==> src/rtl/maxi_req_arbiter_if.sv <==
// Request/completion bundle for one side of the arbiter.
// The master modport issues requests and consumes completions; slave is the opposite side.
interface maxi_req_arbiter_if;
  logic        mem_req_valid;
  logic        mem_req_ready;
  logic [2:0]  mem_req_bar_hit;
  logic [31:0] mem_req_pcie_address;
  logic [7:0]  mem_req_byte_enable;
  logic        mem_req_write_readn;
  logic        mem_req_phys_func;
  logic [63:0] mem_req_write_data;
  logic        cpld_valid;
  logic        cpld_ready;
  logic [63:0] cpld_data;

  modport master (
    output mem_req_valid, mem_req_bar_hit, mem_req_pcie_address, mem_req_byte_enable,
           mem_req_write_readn, mem_req_phys_func, mem_req_write_data, cpld_ready,
    input  mem_req_ready, cpld_valid, cpld_data
  );

  modport slave (
    input  mem_req_valid, mem_req_bar_hit, mem_req_pcie_address, mem_req_byte_enable,
           mem_req_write_readn, mem_req_phys_func, mem_req_write_data, cpld_ready,
    output mem_req_ready, cpld_valid, cpld_data
  );
endinterface

==> src/rtl/maxi_req_arbiter.sv <==
// Round-robin arbiter sharing one AXI-Lite request path between two requesters,
// with an in-order route FIFO that steers read completions back to their owner.
module maxi_req_arbiter #(
  parameter int OUTSTANDING_READS = 5
) (
  input  logic              m_axi_aclk,
  input  logic              m_axi_aresetn,
  maxi_req_arbiter_if.slave  s0,
  maxi_req_arbiter_if.slave  s1,
  maxi_req_arbiter_if.master m,
  output logic              orphan_cpld
);

  localparam int PW = (OUTSTANDING_READS > 1) ? $clog2(OUTSTANDING_READS) : 1;
  localparam int CW = $clog2(OUTSTANDING_READS + 1);

  typedef enum logic {IDLE, ISSUE} state_t;

  state_t          state, state_nxt;
  logic            rr_ptr;
  logic [PW-1:0]   wr_ptr, rd_ptr;
  logic [CW-1:0]   rd_count;
  logic            route_mem [OUTSTANDING_READS];

  logic            el0, el1;
  logic            accept, win, win_write, push, pop;
  logic            fifo_empty, head;

  function automatic logic [PW-1:0] ptr_inc(input logic [PW-1:0] p);
    return (p == PW'(OUTSTANDING_READS - 1)) ? '0 : p + 1'b1;
  endfunction

  // Reads are held back once every route FIFO slot is in use; writes never are.
  assign el0 = s0.mem_req_valid && (s0.mem_req_write_readn || (rd_count < CW'(OUTSTANDING_READS)));
  assign el1 = s1.mem_req_valid && (s1.mem_req_write_readn || (rd_count < CW'(OUTSTANDING_READS)));

  always_ff @(posedge m_axi_aclk or negedge m_axi_aresetn) begin
    if (!m_axi_aresetn) state <= IDLE;
    else                state <= state_nxt;
  end

  // NOTE: every output of this block gets a default first so no path infers a latch.
  always_comb begin
    state_nxt = state;
    accept    = 1'b0;
    win       = 1'b0;
    case (state)
      IDLE: begin
        // Gate with reset so a waiting requester sees no ready pulse during reset.
        if (m_axi_aresetn && (el0 || el1)) begin
          accept    = 1'b1;
          win       = (el0 && el1) ? rr_ptr : el1;
          state_nxt = ISSUE;
        end
      end
      ISSUE:   if (m.mem_req_ready) state_nxt = IDLE;
      default: state_nxt = IDLE;
    endcase
  end

  assign s0.mem_req_ready = accept && !win;
  assign s1.mem_req_ready = accept &&  win;
  assign m.mem_req_valid  = (state == ISSUE);

  assign win_write = win ? s1.mem_req_write_readn : s0.mem_req_write_readn;
  assign push      = accept && !win_write;

  // NOTE: output fields use non-blocking assignments and reset to zero; they only load on accept,
  // so they stay stable while ISSUE waits on back-pressure.
  always_ff @(posedge m_axi_aclk or negedge m_axi_aresetn) begin
    if (!m_axi_aresetn) begin
      rr_ptr                 <= 1'b0;
      m.mem_req_bar_hit      <= '0;
      m.mem_req_pcie_address <= '0;
      m.mem_req_byte_enable  <= '0;
      m.mem_req_write_readn  <= 1'b0;
      m.mem_req_phys_func    <= 1'b0;
      m.mem_req_write_data   <= '0;
    end else if (accept) begin
      rr_ptr                 <= ~win;
      m.mem_req_bar_hit      <= win ? s1.mem_req_bar_hit      : s0.mem_req_bar_hit;
      m.mem_req_pcie_address <= win ? s1.mem_req_pcie_address : s0.mem_req_pcie_address;
      m.mem_req_byte_enable  <= win ? s1.mem_req_byte_enable  : s0.mem_req_byte_enable;
      m.mem_req_write_readn  <= win_write;
      m.mem_req_phys_func    <= win ? s1.mem_req_phys_func    : s0.mem_req_phys_func;
      m.mem_req_write_data   <= win ? s1.mem_req_write_data   : s0.mem_req_write_data;
    end
  end

  // NOTE: route storage has no reset; pointers and rd_count define which entries are live.
  always_ff @(posedge m_axi_aclk) begin
    if (push) route_mem[wr_ptr] <= win;
  end

  assign fifo_empty = (rd_count == '0);
  assign head       = route_mem[rd_ptr];

  assign s0.cpld_valid = !fifo_empty && !head && m.cpld_valid;
  assign s1.cpld_valid = !fifo_empty &&  head && m.cpld_valid;
  assign m.cpld_ready  = !fifo_empty && (head ? s1.cpld_ready : s0.cpld_ready);
  assign s0.cpld_data  = m.cpld_data;
  assign s1.cpld_data  = m.cpld_data;
  assign pop           = m.cpld_valid && m.cpld_ready;

  always_ff @(posedge m_axi_aclk or negedge m_axi_aresetn) begin
    if (!m_axi_aresetn) begin
      wr_ptr      <= '0;
      rd_ptr      <= '0;
      rd_count    <= '0;
      orphan_cpld <= 1'b0;
    end else begin
      if (push) wr_ptr <= ptr_inc(wr_ptr);
      if (pop)  rd_ptr <= ptr_inc(rd_ptr);
      case ({push, pop})
        2'b10:   rd_count <= rd_count + CW'(1);
        2'b01:   rd_count <= rd_count - CW'(1);
        default: rd_count <= rd_count;
      endcase
      if (fifo_empty && m.cpld_valid) orphan_cpld <= 1'b1;
    end
  end

endmodule

==> src/flat_wrapper.sv <==
// flat-port wrapper written by rule: the top's interface ports become plain ports
module maxi_req_arbiter_flat 
#(
  parameter int OUTSTANDING_READS = 5
)
  (m_axi_aclk, m_axi_aresetn, orphan_cpld, s0_mem_req_valid, s0_mem_req_bar_hit, s0_mem_req_pcie_address, s0_mem_req_byte_enable, s0_mem_req_write_readn, s0_mem_req_phys_func, s0_mem_req_write_data, s0_cpld_ready, s0_mem_req_ready, s0_cpld_valid, s0_cpld_data, s1_mem_req_valid, s1_mem_req_bar_hit, s1_mem_req_pcie_address, s1_mem_req_byte_enable, s1_mem_req_write_readn, s1_mem_req_phys_func, s1_mem_req_write_data, s1_cpld_ready, s1_mem_req_ready, s1_cpld_valid, s1_cpld_data, m_mem_req_valid, m_mem_req_bar_hit, m_mem_req_pcie_address, m_mem_req_byte_enable, m_mem_req_write_readn, m_mem_req_phys_func, m_mem_req_write_data, m_cpld_ready, m_mem_req_ready, m_cpld_valid, m_cpld_data);
  maxi_req_arbiter_if s0_i ();
  maxi_req_arbiter_if s1_i ();
  maxi_req_arbiter_if m_i ();
  input  logic m_axi_aclk;
  input  logic m_axi_aresetn;
  output logic orphan_cpld;
  input wire logic [$bits(s0_i.mem_req_valid)-1:0] s0_mem_req_valid;
  input wire logic [$bits(s0_i.mem_req_bar_hit)-1:0] s0_mem_req_bar_hit;
  input wire logic [$bits(s0_i.mem_req_pcie_address)-1:0] s0_mem_req_pcie_address;
  input wire logic [$bits(s0_i.mem_req_byte_enable)-1:0] s0_mem_req_byte_enable;
  input wire logic [$bits(s0_i.mem_req_write_readn)-1:0] s0_mem_req_write_readn;
  input wire logic [$bits(s0_i.mem_req_phys_func)-1:0] s0_mem_req_phys_func;
  input wire logic [$bits(s0_i.mem_req_write_data)-1:0] s0_mem_req_write_data;
  input wire logic [$bits(s0_i.cpld_ready)-1:0] s0_cpld_ready;
  output wire logic [$bits(s0_i.mem_req_ready)-1:0] s0_mem_req_ready;
  output wire logic [$bits(s0_i.cpld_valid)-1:0] s0_cpld_valid;
  output wire logic [$bits(s0_i.cpld_data)-1:0] s0_cpld_data;
  input wire logic [$bits(s1_i.mem_req_valid)-1:0] s1_mem_req_valid;
  input wire logic [$bits(s1_i.mem_req_bar_hit)-1:0] s1_mem_req_bar_hit;
  input wire logic [$bits(s1_i.mem_req_pcie_address)-1:0] s1_mem_req_pcie_address;
  input wire logic [$bits(s1_i.mem_req_byte_enable)-1:0] s1_mem_req_byte_enable;
  input wire logic [$bits(s1_i.mem_req_write_readn)-1:0] s1_mem_req_write_readn;
  input wire logic [$bits(s1_i.mem_req_phys_func)-1:0] s1_mem_req_phys_func;
  input wire logic [$bits(s1_i.mem_req_write_data)-1:0] s1_mem_req_write_data;
  input wire logic [$bits(s1_i.cpld_ready)-1:0] s1_cpld_ready;
  output wire logic [$bits(s1_i.mem_req_ready)-1:0] s1_mem_req_ready;
  output wire logic [$bits(s1_i.cpld_valid)-1:0] s1_cpld_valid;
  output wire logic [$bits(s1_i.cpld_data)-1:0] s1_cpld_data;
  output wire logic [$bits(m_i.mem_req_valid)-1:0] m_mem_req_valid;
  output wire logic [$bits(m_i.mem_req_bar_hit)-1:0] m_mem_req_bar_hit;
  output wire logic [$bits(m_i.mem_req_pcie_address)-1:0] m_mem_req_pcie_address;
  output wire logic [$bits(m_i.mem_req_byte_enable)-1:0] m_mem_req_byte_enable;
  output wire logic [$bits(m_i.mem_req_write_readn)-1:0] m_mem_req_write_readn;
  output wire logic [$bits(m_i.mem_req_phys_func)-1:0] m_mem_req_phys_func;
  output wire logic [$bits(m_i.mem_req_write_data)-1:0] m_mem_req_write_data;
  output wire logic [$bits(m_i.cpld_ready)-1:0] m_cpld_ready;
  input wire logic [$bits(m_i.mem_req_ready)-1:0] m_mem_req_ready;
  input wire logic [$bits(m_i.cpld_valid)-1:0] m_cpld_valid;
  input wire logic [$bits(m_i.cpld_data)-1:0] m_cpld_data;
  assign s0_i.mem_req_valid = s0_mem_req_valid;
  assign s0_i.mem_req_bar_hit = s0_mem_req_bar_hit;
  assign s0_i.mem_req_pcie_address = s0_mem_req_pcie_address;
  assign s0_i.mem_req_byte_enable = s0_mem_req_byte_enable;
  assign s0_i.mem_req_write_readn = s0_mem_req_write_readn;
  assign s0_i.mem_req_phys_func = s0_mem_req_phys_func;
  assign s0_i.mem_req_write_data = s0_mem_req_write_data;
  assign s0_i.cpld_ready = s0_cpld_ready;
  assign s0_mem_req_ready = s0_i.mem_req_ready;
  assign s0_cpld_valid = s0_i.cpld_valid;
  assign s0_cpld_data = s0_i.cpld_data;
  assign s1_i.mem_req_valid = s1_mem_req_valid;
  assign s1_i.mem_req_bar_hit = s1_mem_req_bar_hit;
  assign s1_i.mem_req_pcie_address = s1_mem_req_pcie_address;
  assign s1_i.mem_req_byte_enable = s1_mem_req_byte_enable;
  assign s1_i.mem_req_write_readn = s1_mem_req_write_readn;
  assign s1_i.mem_req_phys_func = s1_mem_req_phys_func;
  assign s1_i.mem_req_write_data = s1_mem_req_write_data;
  assign s1_i.cpld_ready = s1_cpld_ready;
  assign s1_mem_req_ready = s1_i.mem_req_ready;
  assign s1_cpld_valid = s1_i.cpld_valid;
  assign s1_cpld_data = s1_i.cpld_data;
  assign m_mem_req_valid = m_i.mem_req_valid;
  assign m_mem_req_bar_hit = m_i.mem_req_bar_hit;
  assign m_mem_req_pcie_address = m_i.mem_req_pcie_address;
  assign m_mem_req_byte_enable = m_i.mem_req_byte_enable;
  assign m_mem_req_write_readn = m_i.mem_req_write_readn;
  assign m_mem_req_phys_func = m_i.mem_req_phys_func;
  assign m_mem_req_write_data = m_i.mem_req_write_data;
  assign m_cpld_ready = m_i.cpld_ready;
  assign m_i.mem_req_ready = m_mem_req_ready;
  assign m_i.cpld_valid = m_cpld_valid;
  assign m_i.cpld_data = m_cpld_data;
  maxi_req_arbiter #(.OUTSTANDING_READS(OUTSTANDING_READS)) u_core (.m_axi_aclk(m_axi_aclk), .m_axi_aresetn(m_axi_aresetn), .s0(s0_i), .s1(s1_i), .m(m_i), .orphan_cpld(orphan_cpld));
endmodule
==> config.mk <==
export PLATFORM = sky130hd
export DESIGN_NAME = maxi_req_arbiter_flat
export DESIGN_NICKNAME = d
export VERILOG_FILES = /design/src/rtl/maxi_req_arbiter_if.sv /design/src/rtl/maxi_req_arbiter.sv /design/src/flat_wrapper.sv
export SDC_FILE = /design/constraint.sdc
export NUM_CORES = 1
export LEC_CHECK = 0
export ABC_AREA = 1
export CORE_AREA = 4 4 206 208
export CTS_CLUSTER_DIAMETER = 30
export DETAILED_ROUTE_END_ITERATION = 16
export DIE_AREA = 0 0 210 212
export GPL_TIMING_DRIVEN = 0
export SYNTH_ARGS = -nofsm -noshare
export SYNTH_HDL_FRONTEND = slang
export SYNTH_SLANG_ARGS = --single-unit
==> constraint.sdc <==
create_clock -name m_axi_aclk -period 7.6 [get_ports m_axi_aclk]
set_clock_uncertainty 0.1 [all_clocks]
set_input_delay 1.52 -clock m_axi_aclk [delete_from_list [all_inputs] [get_ports m_axi_aclk]]
set_output_delay 1.52 -clock m_axi_aclk [all_outputs]
set_load 0.05 [all_outputs]
==> metrics.csv, run 1 <==
stage,metric,value,unit
status,outcome,completed,
routing,routed_wl,31400,um
pwr,peakVddDrop,0.000153,V
global_routing,grtUsageTotal,13.5,%
timing,setup_viol,0,
pwr,p_total,4.91,mW
routing,firstDrtPassIters,4,
timing,finalCriticalPeriod,6.28,ns
clocking,cts_buffers,17,
final_layout,multi_input_area,2420,um^2
critical_path,slowest_delay,0.87,ns
floorplanning,rows,74,
clocking,postCtsSetupRepairBufs,0,
routing,drc,0,
clocking,htreeDepth,4,
critical_path,worstSetupStartpointType,input port,
logic_synthesis,synth_area,6910,um^2
logic_synthesis,synth.area.mux_share,0,%
clocking,clk_pin_slew,0.06,ns
critical_path,critPathTopFamily,buffers and inverters,
final_layout,nNetsFinal,1637,
routing,vias,7477,
timing,fin_tns_setup,0,ns
timing,worst_slew_pin_slew,0.665,ns
logic_synthesis,synth_area_leaders,"dfrtp_1 44%, buf_4 15%, o21ai_0 8.7%",
critical_path,crit_required,5.98,ns
global_routing,grt_overflow,0,
timing,finalMaxSlewViolations,0,
placement,dp.cells,1854,
routing,vias_per_cell,3.96,
clocking,cts.sinks,126,
global_routing,grt_pass1_vias,7804,
timing,relSlewSlack,55.5,%
floorplanning,die_h,212,um
floorplanning,fp.dieArea,44500,um^2
timing,fmax,159,MHz
flow_run,max_cap_viol_count,0,
timing,final-hold-violation-count,0,
routing,drt_iter0_drc,360,
routing,wl_per_cell,16.6,um
logic_synthesis,synth-seq-cells,126,
critical_path,worst-path-buf-inv,7,
logic_synthesis,synth.distinct_cells,29,
clocking,clk_latency,0.42,ns
critical_path,worstPathMaxFanout,62,
logic_synthesis,synth_top_family_by_area,buffers and inverters,
critical_path,cp.arrival,4.66,ns
critical_path,cp-end-kind,output pin,
logic_synthesis,yosysSeqAreaShare,46.0,%
final_layout,area.growth.synth_to_final,85.8,%
min_path,hold_class,flip-flop to flip-flop,
logic_synthesis,synth-xor-area-share,0.253,%
final_layout,final_cells,1886,
timing,rsz0062_at_grt,no,
clocking,ctsHoldBuffers,0,
critical_path,critPathKind,input port to output pin,
final_layout,layout_commonest_cell,clkdlybuf4s50_1,
clocking,root_buffer,clkbuf_16,
logic_synthesis,synth_fa_ha_area_share,1.19,%
clocking,clockBufferDepth,2,
logic_synthesis,synthCells,852,
final_layout,final-seq-area,3180,um^2
logic_synthesis,avgSynthCellArea,8.12,um^2
global_routing,antenna_found_initial,0,
logic_synthesis,synth_compound_area_share,16.6,%
pwr,powerDensity,382,nW/um^2
global_routing,grt_max_degree,63,
floorplanning,start_util,17.0,%
final_layout,final_cell_mix,"468 x clkdlybuf4s50_1, 140 x nand2_1, 139 x buf_4",
logic_synthesis,yosysTopAreaCellShare,43.8,%
clocking,cts.repair.resized,0,
pwr,p_leak,5.45,nW
placement,placement.io_buffers,469,
final_layout,drive_above_1_share,15.2,%
final_layout,n_antenna_cell,0,
critical_path,slowest_stage,clkdlybuf4s50_1,
logic_synthesis,synth_top_cell_by_area,dfrtp_1,
logic_synthesis,yosysWarningCount,0,
timing,fin_crit_sh,82.6,%
logic_synthesis,syn-num-nets,1148,
logic_synthesis,yosys.area_share.simple,16.9,%
floorplanning,core_region_area,40600,um^2
final_layout,fillers,4312,
critical_path,cp_common_cell,inv_1,
routing,ant_nets,0,
floorplanning,die_x,210,um
final_layout,final_design_area_no_fill,12800,um^2
placement,placed_area,12300,um^2
floorplanning,ioPinCount,534,
placement,finalWeightedCongestion,0.848,
critical_path,crit_chain,buf_6 -> buf_16 -> inv_1 -> nor2_1 -> inv_1 -> a21oi_4 -> inv_1 -> clkbuf_1 -> nor2_1 -> clkdlybuf4s50_1,
placement,dp_hpwl,25200,um
clocking,cts_tree,built,
global_routing,grt_first_pass_wirelength,46500,um
[worst paths after layout]
check                                                   to  slack, ns  depth (start not counted)                    from
max                                       s0_mem_req_ready       1.32                         10           m_axi_aresetn
min                                     u_core.orphan_cpld       0.38                          1      u_core.orphan_cpld
max reg2reg                             u_core.rd_count[1]       4.75                          9  u_core.m.mem_req_valid
min reg2reg                             u_core.orphan_cpld       0.38                          1      u_core.orphan_cpld
max in group asynchronous  u_core.m.mem_req_write_data[27]       5.64                          2           m_axi_aresetn
min in group asynchronous               u_core.orphan_cpld       0.97                          1           m_axi_aresetn
[routing by layer]
layer  wire [um]  track usage (%)  share of wire (%)
met1       12700             16.6                 41
met2       15500             22.7                 49
met3        2260             4.01                7.2
met4         852             4.95                2.7
met5           0                0                  0
[report_power, final]
group	leakage, nW	switching [mW]	internal (mW)
clock network	0.265	0.318	0.454
logic	3.63	1.96	0.976
registers	1.55	0.203	0.999
[layout make-up]
| cell class | count | area share (%) |
|---|---|---|
| Buffer | 176 | 9.51 |
| Clock buffer | 20 | 3.48 |
| Clock inverter | 12 | 0.750 |
| Inverter | 25 | 0.730 |
| Multi-Input combinational cell | 525 | 18.8 |
| Sequential cell | 126 | 24.7 |
| Tap cell | 532 | 5.18 |
| Timing Repair Buffer | 470 | 36.8 |
[per-stage QoR]
| stage | setup slack [ns] | hold slack (ns) | util, % |
|---|---|---|---|
| after floorplan | 3.09 | 0.366 | - |
| after global placement | -3.16 | 0.365 | 30.3 |
| after detailed placement | 1.15 | 0.369 | 30.3 |
| after CTS | 1.13 | 0.384 | 31.7 |
| after global routing | 0.977 | 0.401 | 31.7 |
| final | 1.32 | 0.375 | 31.7 |
[sequential cells by signal (all words and copies together), names as in the netlist]
| register | flops |
|---|---|
| u_core.m.mem_req_bar_hit | 3 |
| u_core.m.mem_req_byte_enable | 8 |
| u_core.m.mem_req_pcie_address | 32 |
| u_core.m.mem_req_phys_func | 1 |
| u_core.m.mem_req_valid | 1 |
| u_core.m.mem_req_write_data | 64 |
| u_core.m.mem_req_write_readn | 1 |
| u_core.orphan_cpld | 1 |
| u_core.rd_count | 3 |
| u_core.rd_ptr | 3 |
| u_core.route_mem | 5 |
| u_core.rr_ptr | 1 |
| u_core.wr_ptr | 3 |
[kinds of logic after synthesis]
group / count (synthesis)
AOI/OAI and AO/OA: 226
xor gates and xnor gates: 2
adders and majority gates: 6
buffers and inverters: 201
DFF: 126
and+or+nand+nor: 291
[synth_stat cells]
library cell  count
a21oi_1           3
nand2_2           3
edfxtp_1          5
o21ai_1          99
xnor2_1           1
nand3_1          14
buf_4           139
o21bai_1          2
nor2_4            1
nor2_1          120
inv_2             3
clkbuf_1         16
inv_1            22
buf_2            18
nand3_2           2
o21ai_0         120
nand4_1           6
xor2_1            1
dfrtp_1         121
fa_1              1
nor3b_1           1
clkbuf_2          1
o21a_1            1
ha_1              5
buf_6             2
or2_2             3
nand2_1         140
nand3b_2          1
a21oi_4           1
(Power assumes the default switching activity.)
==> run 2: changes to the inputs <==
- CORE_AREA: 4 4 206 208 -> 4 4 203 205
- DIE_AREA: 0 0 210 212 -> 0 0 207 209
- clock period: 7.6 -> 5.8 ns (I/O delays scaled with it)
==> run 2 against run 1 <==
Routed wire length is 0.11% lower. Clock-buffer cell count stayed put. Final cell count is 0.37% lower. Sequential power is 31% higher. Power is 33% higher. Highest routed layer unchanged.
==> metrics.csv, run 2 (synthesis results as in run 1) <==
stage,metric,value,unit,change
status,outcome,completed,,
routing,routed_wl,31300,um,-0.11%
global_routing,antenna_found_initial,0,,unchanged
timing,fin_tns_setup,0,ns,unchanged
timing,fmax,199,MHz,
final_layout,nNetsFinal,1637,,unchanged
pwr,seqPwrFrac,24.0,%,-0.5 points
critical_path,critPathKind,input port to output pin,,
timing,finalCriticalPeriod,5.03,ns,
placement,finalWeightedCongestion,0.817,,-3.7%
critical_path,critPathTopFamily,buffers and inverters,,
placement,dp.cells,1847,,-0.38%
critical_path,cp-end-kind,output pin,,
clocking,htreeDepth,4,,unchanged
clocking,cts.sinks,126,,unchanged
final_layout,final_cell_mix,"467 x clkdlybuf4s50_1, 140 x nand2_1, 139 x buf_4",,
floorplanning,die_h,209,um,-1.4%
clocking,root_buffer,clkbuf_16,,
timing,fin_crit_sh,86.7,%,
critical_path,cp_common_cell,inv_1,,
clocking,cts_tree,built,,
routing,firstDrtPassIters,6,,+2
final_layout,largest_register_ffs,64,,unchanged
global_routing,grt_pass1_vias,7838,,+0.44%
pwr,powerDensity,506,nW/um^2,+33%
floorplanning,die_x,207,um,-1.4%
pwr,p_comb_share,58.5,%,-1.3 points
critical_path,worst-path-buf-inv,7,,unchanged
global_routing,grtUsageTotal,14.0,%,+0.43 points
clocking,cts_buffers,17,,unchanged
pwr,p_switching,3.25,mW,+31%
pwr,p_leak,5.49,nW,+0.74%
pwr,peakVddDrop,0.000199,V,+30%
critical_path,crit_required,4.54,ns,-1.44 ns
critical_path,crit_chain,clkbuf_8 -> buf_16 -> inv_1 -> nor2_1 -> inv_1 -> a21oi_4 -> inv_1 -> clkbuf_1 -> nor2_1 -> dlymetal6s2s_1,,
clocking,clk_latency,0.42,ns,about the same
global_routing,grt_first_pass_wirelength,47100,um,+1.2%
final_layout,top_register,u_core.m.mem_req_write_data,,
critical_path,worstSetupStartpointType,input port,,
floorplanning,fp.dieArea,43300,um^2,-2.8%
min_path,hold_class,flip-flop to flip-flop,,
clocking,clk_pin_slew,0.06,ns,about the same
pwr,sw_frac_of_total,49.7,%,-0.79 points
final_layout,layout_commonest_cell,clkdlybuf4s50_1,,
timing,rsz0062_at_grt,no,,
floorplanning,rows,73,,-1.4%
timing,whs,0.378,ns,+0.00240 ns
clocking,postCtsSetupRepairBufs,0,,unchanged
clocking,clockBufferDepth,2,,unchanged
routing,drc,0,,unchanged
routing,vias,7477,,unchanged
pwr,pwr-share-clk,17.5,%,+1.8 points
timing,finalMaxSlewViolations,0,,unchanged
timing,relSlewSlack,58.3,%,+2.8 points
final_layout,area.growth.synth_to_final,86.8,%,
pwr,p_int,3.29,mW,+35%
final_layout,largestRegisters,"u_core.m.mem_req_write_data x64, u_core.m.mem_req_pcie_address x32, u_core.m.mem_req_byte_enable x8",,
routing,wl_per_cell,16.7,um,+0.26%
critical_path,slowest_delay,0.47,ns,-0.40 ns
flow_run,max_cap_viol_count,0,,unchanged
critical_path,cp.arrival,3.77,ns,-0.89 ns
global_routing,grt_overflow,0,,unchanged
critical_path,worstPathMaxFanout,63,,+1.6%
floorplanning,start_util,17.5,%,+0.47 points
final_layout,final_cells,1879,,-0.37%
routing,ant_nets,0,,unchanged
routing,drt_iter0_drc,409,,+14%
critical_path,slowest_stage,dlymetal6s2s_1,,
final_layout,n_antenna_cell,0,,unchanged
routing,vias_per_cell,3.98,,+0.37%
global_routing,grt_max_degree,64,,+1.6%
floorplanning,core_region_area,39500,um^2,-2.7%
final_layout,fillers,4173,,-3.2%
timing,worst_slew_pin_slew,0.624,ns,-0.0414 ns
placement,dp_hpwl,25000,um,-0.97%
floorplanning,ioPinCount,534,,unchanged
placement,placement.io_buffers,469,,unchanged
timing,setup_viol,0,,unchanged
final_layout,drive_above_1_share,15.3,%,+0.074 points
timing,final-hold-violation-count,0,,unchanged
## run 2: routing by layer
metal,global-route usage (%),vias up,part of all wire (%)
met5,0,-,0
met3,4.73,25,7.1
met4,3.44,0,1.6
met1,16.8,3517,41
met2,24.1,310,50
li1,-,3625,-
## run 2: what timing repair did
| item | 4_1_cts | 5_1_grt |
|---|---|---|
| hold buffers | 0 | 0 |
| resized for setup | 0 | 2 |
| endpoints found under the setup margin | 0 | 1 |
## run 2: power by group through the flow
stage                     clock network, mW  logic, mW  registers, mW
final                                  1.14       3.83           1.57
after global routing                   1.23       4.06           1.63
after detailed placement                  0       3.86           1.58
after CTS                              1.18       3.87           1.57
after global placement                    0       3.84           1.57
after floorplan                           0       1.04           2.92
## run 2: area by class of cell
| class | instances | area, um^2 | area share [%] |
|---|---|---|---|
| Multi-Input combinational cell | 525 | 2420 | 18.7 |
| Sequential cell | 126 | 3180 | 24.6 |
| Buffer | 176 | 1220 | 9.45 |
| Clock inverter | 12 | 160 | 1.24 |
| Timing Repair Buffer | 470 | 4730 | 36.6 |
| Clock buffer | 20 | 457 | 3.54 |
| Inverter | 25 | 93.8 | 0.727 |
| Tap cell | 525 | 657 | 5.09 |
## run 2: path summary, 6_finish.rpt
kind	end	slack, ns	startpoint	cells past startpoint
setup / recovery	s0_mem_req_ready	0.77	m_axi_aresetn	10
hold / removal	u_core.orphan_cpld	0.38	u_core.orphan_cpld	1
setup reg to reg	u_core.rd_count[2]	3.03	u_core.rd_count[1]	15
hold reg to reg	u_core.orphan_cpld	0.38	u_core.orphan_cpld	1
max in group asynchronous	u_core.m.mem_req_bar_hit[2]	4.24	m_axi_aresetn	2
min in group asynchronous	u_core.rd_ptr[2]	0.60	m_axi_aresetn	1
## run 2: stage by stage
step           worst slack (ns)  area [um^2]  util [%]  total power [mW]
4_1_cts                   0.144        12900      32.7              6.63
3_3_place_gp              -4.19        12300      31.1              5.41
5_1_grt                   0.276        12900      32.7              6.91
6_report                  0.771        12900      32.7              6.54
3_5_place_dp              0.149        12300      31.2              5.44
2_1_floorplan              2.01         6910         -              3.96
## run 2: worst register-to-register path, delay by kind of cell (launching register included)
kind,cells,cell delay [ns]
simple gates,6,0.73
fa+ha+maj,2,0.62
buf+inv,4,0.42
flops,1,0.37
compound gates,2,0.26
xor+xnor,1,0.16
